[config.mk]
export PLATFORM = sky130hd
export DESIGN_NAME = gpio_pinmux
export DESIGN_NICKNAME = d
export VERILOG_FILES = /design/src/rtl/gpio_pinmux.sv
export SDC_FILE = /design/constraint.sdc
export NUM_CORES = 1
export LEC_CHECK = 0
export ABC_AREA = 1
export ABC_CLOCK_PERIOD_IN_PS = 1400
export BUFFER_PORTS_ARGS = -buffer_cell sky130_fd_sc_hd__buf_4
export CAP_MARGIN = 5
export CORE_ASPECT_RATIO = 2
export CORE_MARGIN = 2
export CORE_UTILIZATION = 46
export CTS_CLUSTER_SIZE = 20
export DETAILED_ROUTE_END_ITERATION = 8
export GPL_TIMING_DRIVEN = 1
export PLACE_DENSITY_LB_ADDON = 0.05
export SETUP_SLACK_MARGIN = 0.1
export SLEW_MARGIN = 20
export SYNTH_ARGS = -nofsm -noshare
export SYNTH_HDL_FRONTEND = slang
export SYNTH_SLANG_ARGS = --single-unit
[constraint.sdc]
create_clock -name clk -period 1.4 [get_ports clk]
set_input_delay 0.07 -clock clk [delete_from_list [all_inputs] [get_ports clk]]
set_output_delay 0.07 -clock clk [all_outputs]
set_load 0.02 [all_outputs]
[src/rtl/gpio_pinmux.sv]
// GPIO pin multiplexer: bus-mapped OUT/OE/ALT_SEL registers, synchronized pad inputs.
// Define GPIO_PINMUX_IRQ_EN to add edge detection, RISE_EN/FALL_EN/PEND and irq.
module gpio_pinmux #(
  parameter int unsigned      NPINS   = 8,
  parameter logic [NPINS-1:0] RST_ALT = '1
) (
  input  logic             clk,
  input  logic             rst,
  input  logic             bus_valid,
  input  logic             bus_we,
  input  logic [4:0]       bus_addr,
  input  logic [31:0]      bus_wdata,
  output logic [31:0]      bus_rdata,
  output logic             bus_ready,
  input  logic [NPINS-1:0] periph_out,
  input  logic [NPINS-1:0] periph_oe,
  input  logic [NPINS-1:0] pad_in,
  output logic [NPINS-1:0] pad_out,
  output logic [NPINS-1:0] pad_oe,
  output logic             irq
);

  logic [2:0]       sel;
  logic             access, wr, rd;
  logic [NPINS-1:0] wval, rd_val;
  logic             unused_bits;

  logic [NPINS-1:0] out_q, out_d, oe_q, oe_d, alt_q, alt_d;
  logic [NPINS-1:0] sync1_q, sync1_d, sync2_q, sync2_d;
  logic             bus_ready_q, bus_ready_d;
  logic [31:0]      bus_rdata_q, bus_rdata_d;

  assign sel         = bus_addr[4:2];
  assign access      = bus_valid & ~bus_ready_q;
  assign wr          = access & bus_we;
  assign rd          = access & ~bus_we;
  assign wval        = bus_wdata[NPINS-1:0];
  assign unused_bits = ^{bus_addr[1:0], bus_wdata};

  assign pad_out   = (alt_q & periph_out) | (~alt_q & out_q);
  assign pad_oe    = (alt_q & periph_oe)  | (~alt_q & oe_q);
  assign bus_ready = bus_ready_q;
  assign bus_rdata = bus_rdata_q;

`ifdef GPIO_PINMUX_IRQ_EN
  logic [NPINS-1:0] prev_q, prev_d, rise_en_q, rise_en_d, fall_en_q, fall_en_d;
  logic [NPINS-1:0] pend_q, pend_d, pend_clr, edge_ev;
  logic             irq_q, irq_d;
  logic [1:0]       guard_q, guard_d;

  assign irq = irq_q;
`else
  assign irq = 1'b0;
`endif

  always_comb begin
    out_d       = out_q;
    oe_d        = oe_q;
    alt_d       = alt_q;
    sync1_d     = pad_in;
    sync2_d     = sync1_q;
    bus_ready_d = access;
    bus_rdata_d = '0;
    rd_val      = '0;
`ifdef GPIO_PINMUX_IRQ_EN
    rise_en_d = rise_en_q;
    fall_en_d = fall_en_q;
    pend_clr  = '0;
    // prev follows the synchronizer until it has filled, so reset never fakes an edge
    guard_d   = (guard_q == 2'd2) ? guard_q : guard_q + 2'd1;
    prev_d    = (guard_q < 2'd2) ? sync2_d : sync2_q;
    edge_ev   = ((sync2_q & ~prev_q) & rise_en_q) | ((~sync2_q & prev_q) & fall_en_q);
    irq_d     = |pend_q;
`endif
    if (wr) begin
      case (sel)
        3'd0: out_d = wval;
        3'd1: oe_d  = wval;
        3'd3: alt_d = wval;
`ifdef GPIO_PINMUX_IRQ_EN
        3'd4: rise_en_d = wval;
        3'd5: fall_en_d = wval;
        3'd6: pend_clr  = wval;
`endif
        default: ;
      endcase
    end
`ifdef GPIO_PINMUX_IRQ_EN
    pend_d = (pend_q & ~pend_clr) | edge_ev;
`endif
    case (sel)
      3'd0: rd_val = out_q;
      3'd1: rd_val = oe_q;
      3'd2: rd_val = sync2_q;
      3'd3: rd_val = alt_q;
`ifdef GPIO_PINMUX_IRQ_EN
      3'd4: rd_val = rise_en_q;
      3'd5: rd_val = fall_en_q;
      3'd6: rd_val = pend_q;
`endif
      default: rd_val = '0;
    endcase
    if (rd) bus_rdata_d[NPINS-1:0] = rd_val;
  end

  always_ff @(posedge clk) begin
    if (rst) begin
      out_q       <= '0;
      oe_q        <= '0;
      alt_q       <= RST_ALT;
      sync1_q     <= '0;
      sync2_q     <= '0;
      bus_ready_q <= 1'b0;
      bus_rdata_q <= '0;
`ifdef GPIO_PINMUX_IRQ_EN
      prev_q    <= '0;
      rise_en_q <= '0;
      fall_en_q <= '0;
      pend_q    <= '0;
      irq_q     <= 1'b0;
      guard_q   <= '0;
`endif
    end else begin
      out_q       <= out_d;
      oe_q        <= oe_d;
      alt_q       <= alt_d;
      sync1_q     <= sync1_d;
      sync2_q     <= sync2_d;
      bus_ready_q <= bus_ready_d;
      bus_rdata_q <= bus_rdata_d;
`ifdef GPIO_PINMUX_IRQ_EN
      prev_q    <= prev_d;
      rise_en_q <= rise_en_d;
      fall_en_q <= fall_en_d;
      pend_q    <= pend_d;
      irq_q     <= irq_d;
      guard_q   <= guard_d;
`endif
    end
  end

endmodule

Word level (Yosys, flattened, before mapping)
Index checks and enable logic that the tools add are counted.

Bits in registers: 73. Input port bits: 65. Word-level logic and storage cells: 30. Output and inout port bits: 50.

Eq/ne operators: 3. Bitwise logic cells: 13. Reductions and logical operators: 5. Muxes and demuxes: 1.

Operators by type and width (count): $and A8 B8 Y8 (4); $pmux W8 S4 (1); $or A8 B8 Y8 (2); $not A8 Y8 (1); $eq A3 B2 Y1 const B (2); $reduce_and A2 Y1 (3); $and A1 B1 Y1 (3); $eq A3 B1 Y1 const B (1); $logic_not A3 Y1 (1); $not A1 Y1 (3); $reduce_or A2 Y1 (1).

Longest topological paths before layout
Gate-level depths: netlist of the first run.

Depth in word-level cells: 5. Gate-level depth with buffers: 7. Gate-level depth less buffers: 6.

Worst setup path after synthesis of the first run
Ideal clock, no wire load.

Kind: reg-to-reg. From: register bus_ready_q, in the netlist bus_ready. To: register out_q[5]. Data arrival time: 1.094 ns. Path slack: 0.193 ns. Period minus slack after synthesis: 1.207 ns. Library setup time: 0.113 ns. Data required time: 1.287 ns. Cell stages (with the launch flop): 8. Buffers on the path: 1. Path through: dfxtp_1 -> inv_1 -> nand3_4 -> nor2_8 -> buf_6 -> nand2_1 -> nand2_1 -> nor2_1.

Cells in the longest elaborated chain, start to end: 4.

Ends and longest elaborated chain: from (decl) (RTL line 30) `logic bus_ready_q, bus_ready_d;`; from (signal assigned) (RTL line 129) `bus_ready_q <= bus_ready_d;`; $not A1 Y1 (RTL line 34) `assign access = bus_valid & ~bus_ready_q;`; $and A1 B1 Y1 (RTL line 34); $and A1 B1 Y1 (RTL line 35) `assign wr = access & bus_we;`; $reduce_and A2 Y1 (no source line); to (signal assigned) (RTL line 124) `out_q <= out_d;`; to (decl) (RTL line 28) `logic [NPINS-1:0] out_q, out_d, oe_q, oe_d, alt_q, alt_d;`.

Every way passes these cells. A chain may end at the register's enable or synchronous reset.

Worst setup path in the final report of the first run
From: register alt_q[1]. To: output pad_oe[1].

Cells in the longest elaborated chain, start to end: 3. Elaborated cells on any way between the ends: 4. Classes of those cells: 4 x bitwise.

Ends and longest elaborated chain: from (decl) (RTL line 28); from (signal assigned) (RTL line 126) `alt_q <= alt_d;`; $not A8 Y8 (RTL line 41) `assign pad_oe = (alt_q & periph_oe) | (~alt_q & oe_q);`; $and A8 B8 Y8 (RTL line 41); $or A8 B8 Y8 * (RTL line 41); to (decl) (RTL line 19) `output logic [NPINS-1:0] pad_oe,`.

Every way passes the cells marked *; elsewhere a longest branch is shown, timed or not.

==> impl_results.md, run 1 <==
* Minimum clock period at about 1.3 ns
* 1st-iter DRT viols at 32
* Vias in the first global route at roughly 1900
* Pint at 0.00235 W
* Total CTS buffers at 5
* Setup Skew at approximately 0.007 ns
* Switching part of the total at between 20 and 25%
* Commonest non-fill, non-tap cells in the layout: nand2_1 (73), nor2_1 (65), buf_4 (65), dfxtp_1 (41), inv_1 (27)
* Footprint of the multi-input gates at 1120 µm²
* Clock Tree Buf Depth at 2
* Hold Crit Depth at 3
* #FFs+latches synth at 49
* Post-synthesis async set-or-reset flop share at 0%
* # clock sinks at between 40 and 50
* Register area share after synthesis at between 40% and 50%
* Area Growth Syn to Fin at 29.7%
* Antenna violations before repair at 0
* CP required at 1.33 ns
* Total congestion overflow at 0
* Yosys warns at 0
* Fillers at 475
* Clock Latency Late Sink at about 0.30 ns
* Setup violations, final at 0
* First-pass GRT wire length at between 8000 and 9000 µm
* Remaining DRCs at 0
* Final ANT Viol Nets at 0
* Die area at 5820 µm²
* Tcrit/Tclk final at a little over 90%
* Setup TNS at 0 ns
* IO Count at approximately 120
* Switching Power at 0.000776 W
* Design Area, Final at between 3000 and 4000 µm²
* Synth Flop Type: dfxtp_1
* Part of the power in the clock network at a little under two fifths
* WL final at approximately 5400 µm
* Post-synth EDFFs at 0
* Mean Syn Cell Area at 7.65 µm²
* Die Height at 106 µm
* Most common cell after layout, fill and taps aside: nand2_1
* Critical setup path kind: reg -> out
* Crit path DAT at roughly 1.2 ns
* Worst-path clk slew at roughly 0.090 ns
* # diodes at 0
* P per Cell Area at between 1000 and 1500 nW/µm²
* Core Area at 5090 µm²
* Worst R2R Path Depth at 6
* VDD IR-drop max at 1.01 mV
* NumNets Final at 454
* Synthesized netlist cell count at ~310
* Share of cells above drive strength 1 at 28.2%
* Pre-Repair DR Iteration Count at 4
* Initial Util at around 47%
* Via total after detailed routing at a little over 2000
* Routed vias/inst at between 4 and 5
* Placed Instance Area at 2780 µm²
* H-tree Lvls at 2
* Sequential share of power at 46.3%
* Status: finished clean
* Largest net degree at the start of global routing at 25
* Slew Limit Fails at 0
* Cell Area, Synth at approximately 2400 µm²
* DP Wirelength at a little under 4000 µm
* RSZ-0062 raised after global routing: true
* Cell Rows at 37
* TritonCTS clock tree: done
* Logic pwr share at ~15%
* CP Max Fanout at 4
* Die width at ~55 µm
* Netlist cell types at 20
* # port buffers at 63
* Startpoint types: flop
* Hold Crit Class: in -> reg
* Seq. cell area at ~1000 µm²
* Routability cong. at 0.743
* Final Hold Violating Endpoints at 0
* CTS root buf: clkbuf_8
* Critical Path Sink Type: output pin
* DR WL/cell at around 12 µm
* # Max-Cap Violations at 0
* Max Clk Rate at 0.784 GHz
* GRT Overall Usage at roughly a fifth
* Lkg Pwr at 1.59 nW
## worst max-delay path: stages, from the launching register on
cell and delay (ns):
dfxtp_2 0.39, mux2_2 0.35, buf_4 0.16
## metal layers
metal | GRT usage [%] | part of all wire (%)
met3 | 2.97 | 5.0
met1 | 20.7 | 38
met2 | 37.6 | 55
met5 | 0 | 0
met4 | 6.79 | 2.1
## logic make-up after synthesis
kind of cell	Yosys count	share of synthesized area (%)
other	1	0.157
and+or+nand+nor	181	35.6
DFF	49	41.1
buffers and inverters	65	15.6
muxes	16	7.55
## worst paths after layout
kind | startpoint | endpoint | slack [ns]
worst min register to register | sync1_q[3]$_SDFF_PP0_ | sync2_q[3]$_SDFF_PP0_ | 0.40
worst max register to register | bus_ready$_SDFF_PP0_ | alt_q[0]$_SDFFE_PP1P_ | 0.22
worst max-delay path | alt_q[1]$_SDFFE_PP1P_ | pad_oe[1] | 0.13
worst min-delay path | bus_valid | bus_ready$_SDFF_PP0_ | 0.02
## flip-flops by register name, indices dropped and copies added (netlist names)
register,flops
alt_q,8
sync2_q,8
bus_rdata,8
bus_ready,1
out_q,8
oe_q,8
sync1_q,8
## power by group through the flow
stage | Combinational [W] | Sequential, W | Clock, W
global route | 0.000526 | 0.00145 | 0.00128
finish | 0.000479 | 0.00145 | 0.00120
floorplan | 0.000329 | 0.00148 | 0
detailed placement | 0.000444 | 0.00149 | 0
global placement | 0.000439 | 0.00149 | 0
CTS | 0.000480 | 0.00146 | 0.00122
## layout make-up
| cell class | count | share of cell area (%) |
|---|---|---|
| Clock buffer | 5 | 2.22 |
| Timing Repair Buffer | 81 | 20.9 |
| Inverter | 30 | 3.72 |
| Clock inverter | 3 | 2.22 |
| Tap cell | 58 | 2.34 |
| Sequential cell | 49 | 32.3 |
| Multi-Input combinational cell | 222 | 36.3 |
## Yosys cell counts, types with 2 or more instances
cell type	n	area (µm²)
dfxtp_1	49	981
nor2_8	4	80.1
inv_2	2	7.51
nand2_1	73	274
buf_6	3	33.8
nand3_1	24	120
clkbuf_1	2	7.51
mux2_2	16	180
nor2_1	65	244
nand3_4	2	35.0
inv_1	27	101
buf_4	27	203
nand2_4	2	22.5
buf_2	2	10.0
nand4_1	9	56.3
## stage by stage
step                      hold WS (ns)  setup WS [ns]  cells  power, W  util (%)
after floorplan                  0.177          0.193    336   0.00181         -
final                           0.0231          0.125    448   0.00313      60.8
after global placement           0.269          0.225    424   0.00193      54.6
after detailed placement         0.275          0.208    424   0.00193      54.6
after CTS                       0.0248          0.106    448   0.00316      60.6
after global routing            0.0350         0.0674    448   0.00326      60.8
## repair_timing
action,in CTS,in global routing
hold endpoints to repair,16,0
buffers inserted,0,0
setup endpoints to repair,16,16
hold buffers,16,0
pin swaps,0,2
gates resized for setup,8,3
No activity file was read; power rests on OpenSTA's default activity.
==> inputs of run 2 (changes only) <==
--- a/config.mk
+++ b/config.mk
@@ -9,7 +9,7 @@
 export ABC_CLOCK_PERIOD_IN_PS = 1400
 export BUFFER_PORTS_ARGS = -buffer_cell sky130_fd_sc_hd__buf_4
 export CAP_MARGIN = 5
-export CORE_ASPECT_RATIO = 2
+export CORE_ASPECT_RATIO = 1.1
 export CORE_MARGIN = 2
 export CORE_UTILIZATION = 46
 export CTS_CLUSTER_SIZE = 20
==> run 2 against run 1 <==
Power down 11%; utilization is 1.1 points higher; clock skew is 0.0014 ns higher; first-iteration DRC count grew to 3.3 times the previous value; die area shrank 0.59%; clock-buffer cell count unchanged; flip-flop and latch count stayed put; register-to-register slack improved by 0.02 ns; routed wire length down 8.0%; cell count grew 1.1%; final area about the same; via count up 0.78%; critical endpoint is now pad_out[3]; largest power group unchanged.
==> impl_results.md, run 2 (same netlist as run 1, synthesis figures left out) <==
* Die width at 72.7 µm (+32%)
* Share of cells above drive strength 1 at 29.1% (+0.91 points)
* CP delay by family, top: flip-flops
* Setup TNS at 0 ns (unchanged)
* VDD IR-drop max at 0.465 mV (-54%)
* Crit path DAT at 1.19 ns (about the same)
* Worst-path clk slew at 0.09 ns (about the same)
* 1st-iter DRT viols at 104 (+230%)
* Die Height at 79.6 µm (-25%)
* CP max-delay cell: dfxtp_2
* DP Worst Slack at 0.206 ns (-0.00228 ns)
* Fillers at 481 (+1.3%)
* CP required at 1.33 ns (about the same)
* Commonest non-fill, non-tap cells in the layout: nand2_1 (73), buf_4 (69), nor2_1 (65), dfxtp_1 (41), inv_1 (27)
* Area Growth Syn to Fin at 29.6% (about the same)
* Hold Crit Class: in -> reg
* CP Max Fanout at 4 (unchanged)
* Final ANT Viol Nets at 0 (unchanged)
* Remaining DRCs at 0 (unchanged)
* Critical setup path kind: reg -> out
* Final Hold Violating Endpoints at 0 (unchanged)
* # Max-Cap Violations at 0 (unchanged)
* Crit path buf inv count at 1 (unchanged)
* # clock sinks at 49 (unchanged)
* Die area at 5780 µm² (-0.59%)
* CTS root buf: clkbuf_8
* WL final at 4930 µm (-8.0%)
* P per Cell Area at 896 nW/µm² (-11%)
* RSZ-0062 raised after global routing: true
* Pre-Repair DR Iteration Count at 4 (unchanged)
* # port buffers at 63 (unchanged)
* H-tree Lvls at 2 (unchanged)
* Via total after detailed routing at 2068 (+0.78%)
* Cell Chain, Critical Path: mux2_2 -> buf_4
* DR WL/cell at 10.9 µm (-9.0%)
* Core Area at 5000 µm² (-1.8%)
* Total congestion overflow at 0 (unchanged)
* Largest stage delay, worst path at 0.38 ns (about the same)
* NumNets Final at 459 (+1.1%)
* # diodes at 0 (unchanged)
* Antenna violations before repair at 0 (unchanged)
* GRT Overall Usage at 18.2% (-1.8 points)
* Total CTS buffers at 5 (unchanged)
* DP Wirelength at 3490 µm (-10%)
* Setup Skew at 0.00832 ns (+0.00139 ns)
* First-pass GRT wire length at 8120 µm (-3.9%)
* IO Count at 115 (unchanged)
* Slew Limit Fails at 0 (unchanged)
* Clock Tree Buf Depth at 2 (unchanged)
* Footprint of the multi-input gates at 1120 µm² (unchanged)
* Fin worst setup slack at 0.144 ns (+0.0187 ns)
* Minimum clock period at 1.26 ns (-0.0187 ns)
* Status: finished clean
* Vias in the first global route at 1806 (-5.8%)
* Clock Latency Late Sink at 0.30 ns (about the same)
* Startpoint types: flop
* Critical Path Sink Type: output pin
* Most common cell after layout, fill and taps aside: nand2_1
* Cell Rows at 27 (-27%)
* Setup violations, final at 0 (unchanged)
* Tcrit/Tclk final at 89.7% (-1.3 points)
* Lkg Pwr at 1.60 nW (+0.24%)
* Largest net degree at the start of global routing at 25 (unchanged)
* Seq. cell area at 993 µm² (-0.50%)
* TritonCTS clock tree: done
* Max Clk Rate at 0.796 GHz (+1.5%)
* Routability cong. at 0.750 (+0.93%)
* Routed vias/inst at 4.57 (-0.33%)
* Initial Util at 47.7% (+0.87 points)
-- run 2: cell types whose count changed in the layout (fill, tap and decap cells not counted) --
cell / change
clkinv_2: +1
dfxtp_2: +2
bufinv_16: -2
buf_4: +4
buf_12: +1
dfxtp_4: -2
clkinvlp_4: +1
-- run 2: area by class of cell --
| cell class | instances | share of cell area, % |
|---|---|---|
| repair buffers | 86 | 22.6 |
| clock buffers | 5 | 2.22 |
| clock inverters | 3 | 0.688 |
| inverters | 30 | 3.72 |
| flip-flops and latches | 49 | 32.1 |
| multi-input cells | 222 | 36.3 |
| well taps | 58 | 2.35 |
-- run 2: stage by stage --
step | std cells | util (%) | power [W] | hold slack (ns) | area, µm²
after global placement | 426 | 55.9 | 0.00193 | 0.270 | 2800
after floorplan | 336 | - | 0.00181 | 0.177 | 2480
after detailed placement | 426 | 55.9 | 0.00193 | 0.275 | 2800
after CTS | 450 | 61.1 | 0.00279 | 0.0207 | 3050
after global routing | 453 | 61.9 | 0.00291 | 0.0192 | 3090
final | 453 | 61.9 | 0.00277 | 0.0273 | 3090
-- run 2: power breakdown --
part / switching (W) / total [W] / internal [W]
Sequential: 0.0000206 / 0.00145 / 0.00143
Clock: 0.000482 / 0.000838 / 0.000355
Combinational: 0.000270 / 0.000483 / 0.000213
-- run 2: per-layer routing --
| metal | GRT usage, % | vias up | part of all wire [%] |
|---|---|---|---|
| met3 | 4.29 | 2 | 7.5 |
| met2 | 30.8 | 78 | 47 |
| li1 | - | 1087 | - |
| met5 | 0 | - | 0 |
| met1 | 22.6 | 901 | 45 |
| met4 | 6.11 | 0 | 1.1 |
-- run 2: worst register-to-register path: stages (launching register included) --
cell and delay, ns:
dfxtp_1 0.32, inv_1 0.12, nand3_4 0.18, nor2_8 0.26
nand2_1 0.09, nand2_1 0.06, nor2_1 0.04
-- run 2: final timing paths --
| check | cells after the start | slack [ns] | to | start |
|---|---|---|---|---|
| worst max-delay path | 2 | 0.14 | pad_out[3] | alt_q[3]$_SDFFE_PP1P_ |
| worst min register to register | 2 | 0.40 | sync2_q[4]$_SDFF_PP0_ | sync1_q[4]$_SDFF_PP0_ |
| worst min-delay path | 3 | 0.03 | bus_ready$_SDFF_PP0_ | bus_valid |
| worst max register to register | 6 | 0.24 | oe_q[7]$_SDFFE_PP0P_ | bus_ready$_SDFF_PP0_ |
-- run 2: what timing repair did --
item,in CTS,in global routing
pin swaps,0,3
buffers inserted,0,3
hold buffers,16,0
gates resized for setup,7,2
endpoints found under the setup margin,14,10
hold endpoints to repair,16,0
==> inputs of run 3 (changes only) <==
--- a/config.mk
+++ b/config.mk
@@ -6,12 +6,14 @@
 export NUM_CORES = 1
 export LEC_CHECK = 0
 export ABC_AREA = 1
-export ABC_CLOCK_PERIOD_IN_PS = 1400
+export ABC_CLOCK_PERIOD_IN_PS = 1300
 export BUFFER_PORTS_ARGS = -buffer_cell sky130_fd_sc_hd__buf_4
 export CAP_MARGIN = 5
+export CELL_PAD_IN_SITES_DETAIL_PLACEMENT = 1
+export CELL_PAD_IN_SITES_GLOBAL_PLACEMENT = 2
 export CORE_ASPECT_RATIO = 1.1
 export CORE_MARGIN = 2
-export CORE_UTILIZATION = 46
+export CORE_UTILIZATION = 24
 export CTS_CLUSTER_SIZE = 20
 export DETAILED_ROUTE_END_ITERATION = 8
 export GPL_TIMING_DRIVEN = 1
==> constraint.sdc (replaced) <==
create_clock -name clk -period 1.3 [get_ports clk]
set_input_delay 0.065 -clock clk [delete_from_list [all_inputs] [get_ports clk]]
set_output_delay 0.065 -clock clk [all_outputs]
set_load 0.02 [all_outputs]
==> run 3 against run 2 <==
Combinational power is 23% higher; utilization is 27 points lower; routed wire length is 38% higher; hold slack worse by 0.014 ns; sequential share of layout area is 2.6 points lower; clock skew is 0.0010 ns lower; global-route usage is 5.5 points lower; sequential power is 7% higher; worst setup slack worse by 0.048 ns; largest cell class unchanged.
==> impl_results.md, run 3 (same netlist as run 1, synthesis figures left out) <==
* DR WL/cell at 12.9 µm (+19%)
* P per Cell Area at 942 nW/µm² (+5.1%)
* Die Height at 109 µm (+37%)
* Worst-path clk slew at 0.10 ns (about the same)
* Status: finished clean
* Setup violations, final at 0 (unchanged)
* Lkg Pwr at 1.77 nW (+11%)
* Hold Crit Class: in -> reg
* Switching part of the total at 26.8% (-1.1 points)
* RSZ-0062 raised after global routing: true
* H-tree Lvls at 2 (unchanged)
* # Max-Cap Violations at 0 (unchanged)
* CP required at 1.24 ns (-0.09 ns)
* Final ANT Viol Nets at 0 (unchanged)
* Crit path DAT at 1.14 ns (-0.05 ns)
* # clock sinks at 49 (unchanged)
* Remaining DRCs at 0 (unchanged)
* CTS root buf: clkbuf_8
* WL final at 6800 µm (+38%)
* Antenna violations before repair at 0 (unchanged)
* NumNets Final at 470 (+2.4%)
* Setup TNS at 0 ns (unchanged)
* Core Area at 9790 µm² (+96%)
* Clock Latency Late Sink at 0.31 ns (about the same)
* TritonCTS clock tree: done
* First-pass GRT wire length at 10500 µm (+29%)
* Footprint of the multi-input gates at 1200 µm² (+7.2%)
* Fin worst setup slack at 0.0954 ns (-0.0484 ns)
* Pint at 0.00237 W (+18%)
* Crit path depth at 2 (unchanged)
* Die width at 99.1 µm (+36%)
* Slew Limit Fails at 0 (unchanged)
* Area Growth Syn to Fin at 43.8%
* Cell Chain, Critical Path: mux2_4 -> buf_6
* CP max-delay cell: dfxtp_4
* Sequential share of power at 48.0% (-4.4 points)
* Worst R2R Path Depth at 7 (+1)
* Critical Path Sink Type: output pin
* Total congestion overflow at 0 (unchanged)
* Minimum clock period at ~1.2 ns
* Via total after detailed routing at 2188 (+5.8%)
* Seq. cell area at 1010 µm² (+1.9%)
* Share of cells above drive strength 1 at 32.3% (+3.2 points)
* DP Wirelength at 4740 µm (+36%)
* Max Clk Rate at between 0.8 and 0.9 GHz
* Critical setup path kind: reg -> out
* Util after Layout at 35.0% (-27 points)
* Total CTS buffers at 5 (unchanged)
* Die area at 10800 µm² (+86%)
* DP Worst Slack at 0.0860 ns (-0.120 ns)
* Part of the power in the clock network at 33.6% (+3.4 points)
* Tcrit/Tclk final at between 90% and 100%
* IO Count at 115 (unchanged)
* Routability cong. at 0.713 (-4.9%)
* # port buffers at 63 (unchanged)
* VDD IR-drop max at 0.367 mV (-21%)
* Initial Util at 24.4% (-23 points)
* CP Max Fanout at 4 (unchanged)
* Vias in the first global route at 2068 (+15%)
* Setup Skew at 0.00731 ns (-0.00101 ns)
* Routed vias/inst at 4.17 (-8.7%)
* Largest net degree at the start of global routing at 25 (unchanged)
* Final Hold Violating Endpoints at 0 (unchanged)
* Startpoint types: flop
* Fillers at 1207 (+150%)
* CP delay by family, top: flip-flops
* Switching Power at 0.000867 W (+12%)
* Logic pwr share at 18.4% (+1.0 points)
* 1st-iter DRT viols at 34 (-67%)
* Clock Tree Buf Depth at 2 (unchanged)
* Crit path buf inv count at 1 (unchanged)
* WHS at 0.0129 ns (-0.0144 ns)
* Commonest non-fill, non-tap cells in the layout: nand2_1 (70), nor2_1 (64), buf_4 (62), dfxtp_1 (40), inv_1 (26)
* Pre-Repair DR Iteration Count at 4 (unchanged)
* Cell Rows at 38 (+41%)
* GRT Overall Usage at 12.7% (-5.5 points)
* Most common cell after layout, fill and taps aside: nand2_1
* Hold Crit Depth at 3 (unchanged)
* Largest stage delay, worst path at 0.39 ns (about the same)
* # diodes at 0 (unchanged)
-- run 3: area by class of cell --
type | count | share of cell area [%]
flip-flops and latches | 49 | 29.5
inverters | 30 | 3.35
repair buffers | 96 | 24.6
clock buffers | 5 | 2.01
clock inverters | 2 | 1.02
multi-input cells | 223 | 35.1
well taps | 120 | 4.37
-- run 3: path summary, 6_finish.rpt --
kind                               from               endpoint  slack, ns
setup / recovery  alt_q[0]$_SDFFE_PP1P_             pad_out[0]        0.1
setup reg to reg   bus_ready$_SDFF_PP0_   oe_q[7]$_SDFFE_PP0P_       0.13
hold / removal                bus_valid   bus_ready$_SDFF_PP0_       0.01
hold reg to reg   sync1_q[2]$_SDFF_PP0_  sync2_q[2]$_SDFF_PP0_       0.41
-- run 3: power by group through the flow --
stage          clock network, W  logic, W  registers, W
2_1_floorplan                 0  0.000355       0.00160
3_3_place_gp                  0  0.000495       0.00160
3_5_place_dp                  0  0.000500       0.00160
4_1_cts                 0.00114  0.000586       0.00155
5_1_grt                 0.00120  0.000649       0.00156
6_report                0.00109  0.000593       0.00155
-- run 3: worst register-to-register path, cell delays in order, from the launching register on --
cell,delay [ns]
dfxtp_2,0.33
inv_2,0.08
nand3_4,0.20
nor2_8,0.17
buf_4,0.16
nand2_1,0.05
nand2_1,0.05
nor2_1,0.04
-- run 3: per-stage QoR --
stage | cell area [µm²] | std cells | power, W
final | 3430 | 525 | 0.00323
after floorplan | 2480 | 336 | 0.00195
after global placement | 2890 | 489 | 0.00210
after global routing | 3430 | 525 | 0.00341
after CTS | 3370 | 522 | 0.00328
after detailed placement | 2890 | 489 | 0.00210
-- run 3: metal layers --
metal | part of all wire (%) | global-route usage, %
met1 | 45 | 15.9
met2 | 50 | 22.1
met3 | 4.1 | 2.52
met4 | 0.94 | 4.11
met5 | 0 | 0
-- run 3: timing repair --
item	CTS	global route
gates resized for setup	41	12
buffers inserted	10	2
setup endpoints to repair	26	28
hold endpoints to repair	16	0
gates cloned	0	1
pin swaps	2	9
hold buffers	16	0
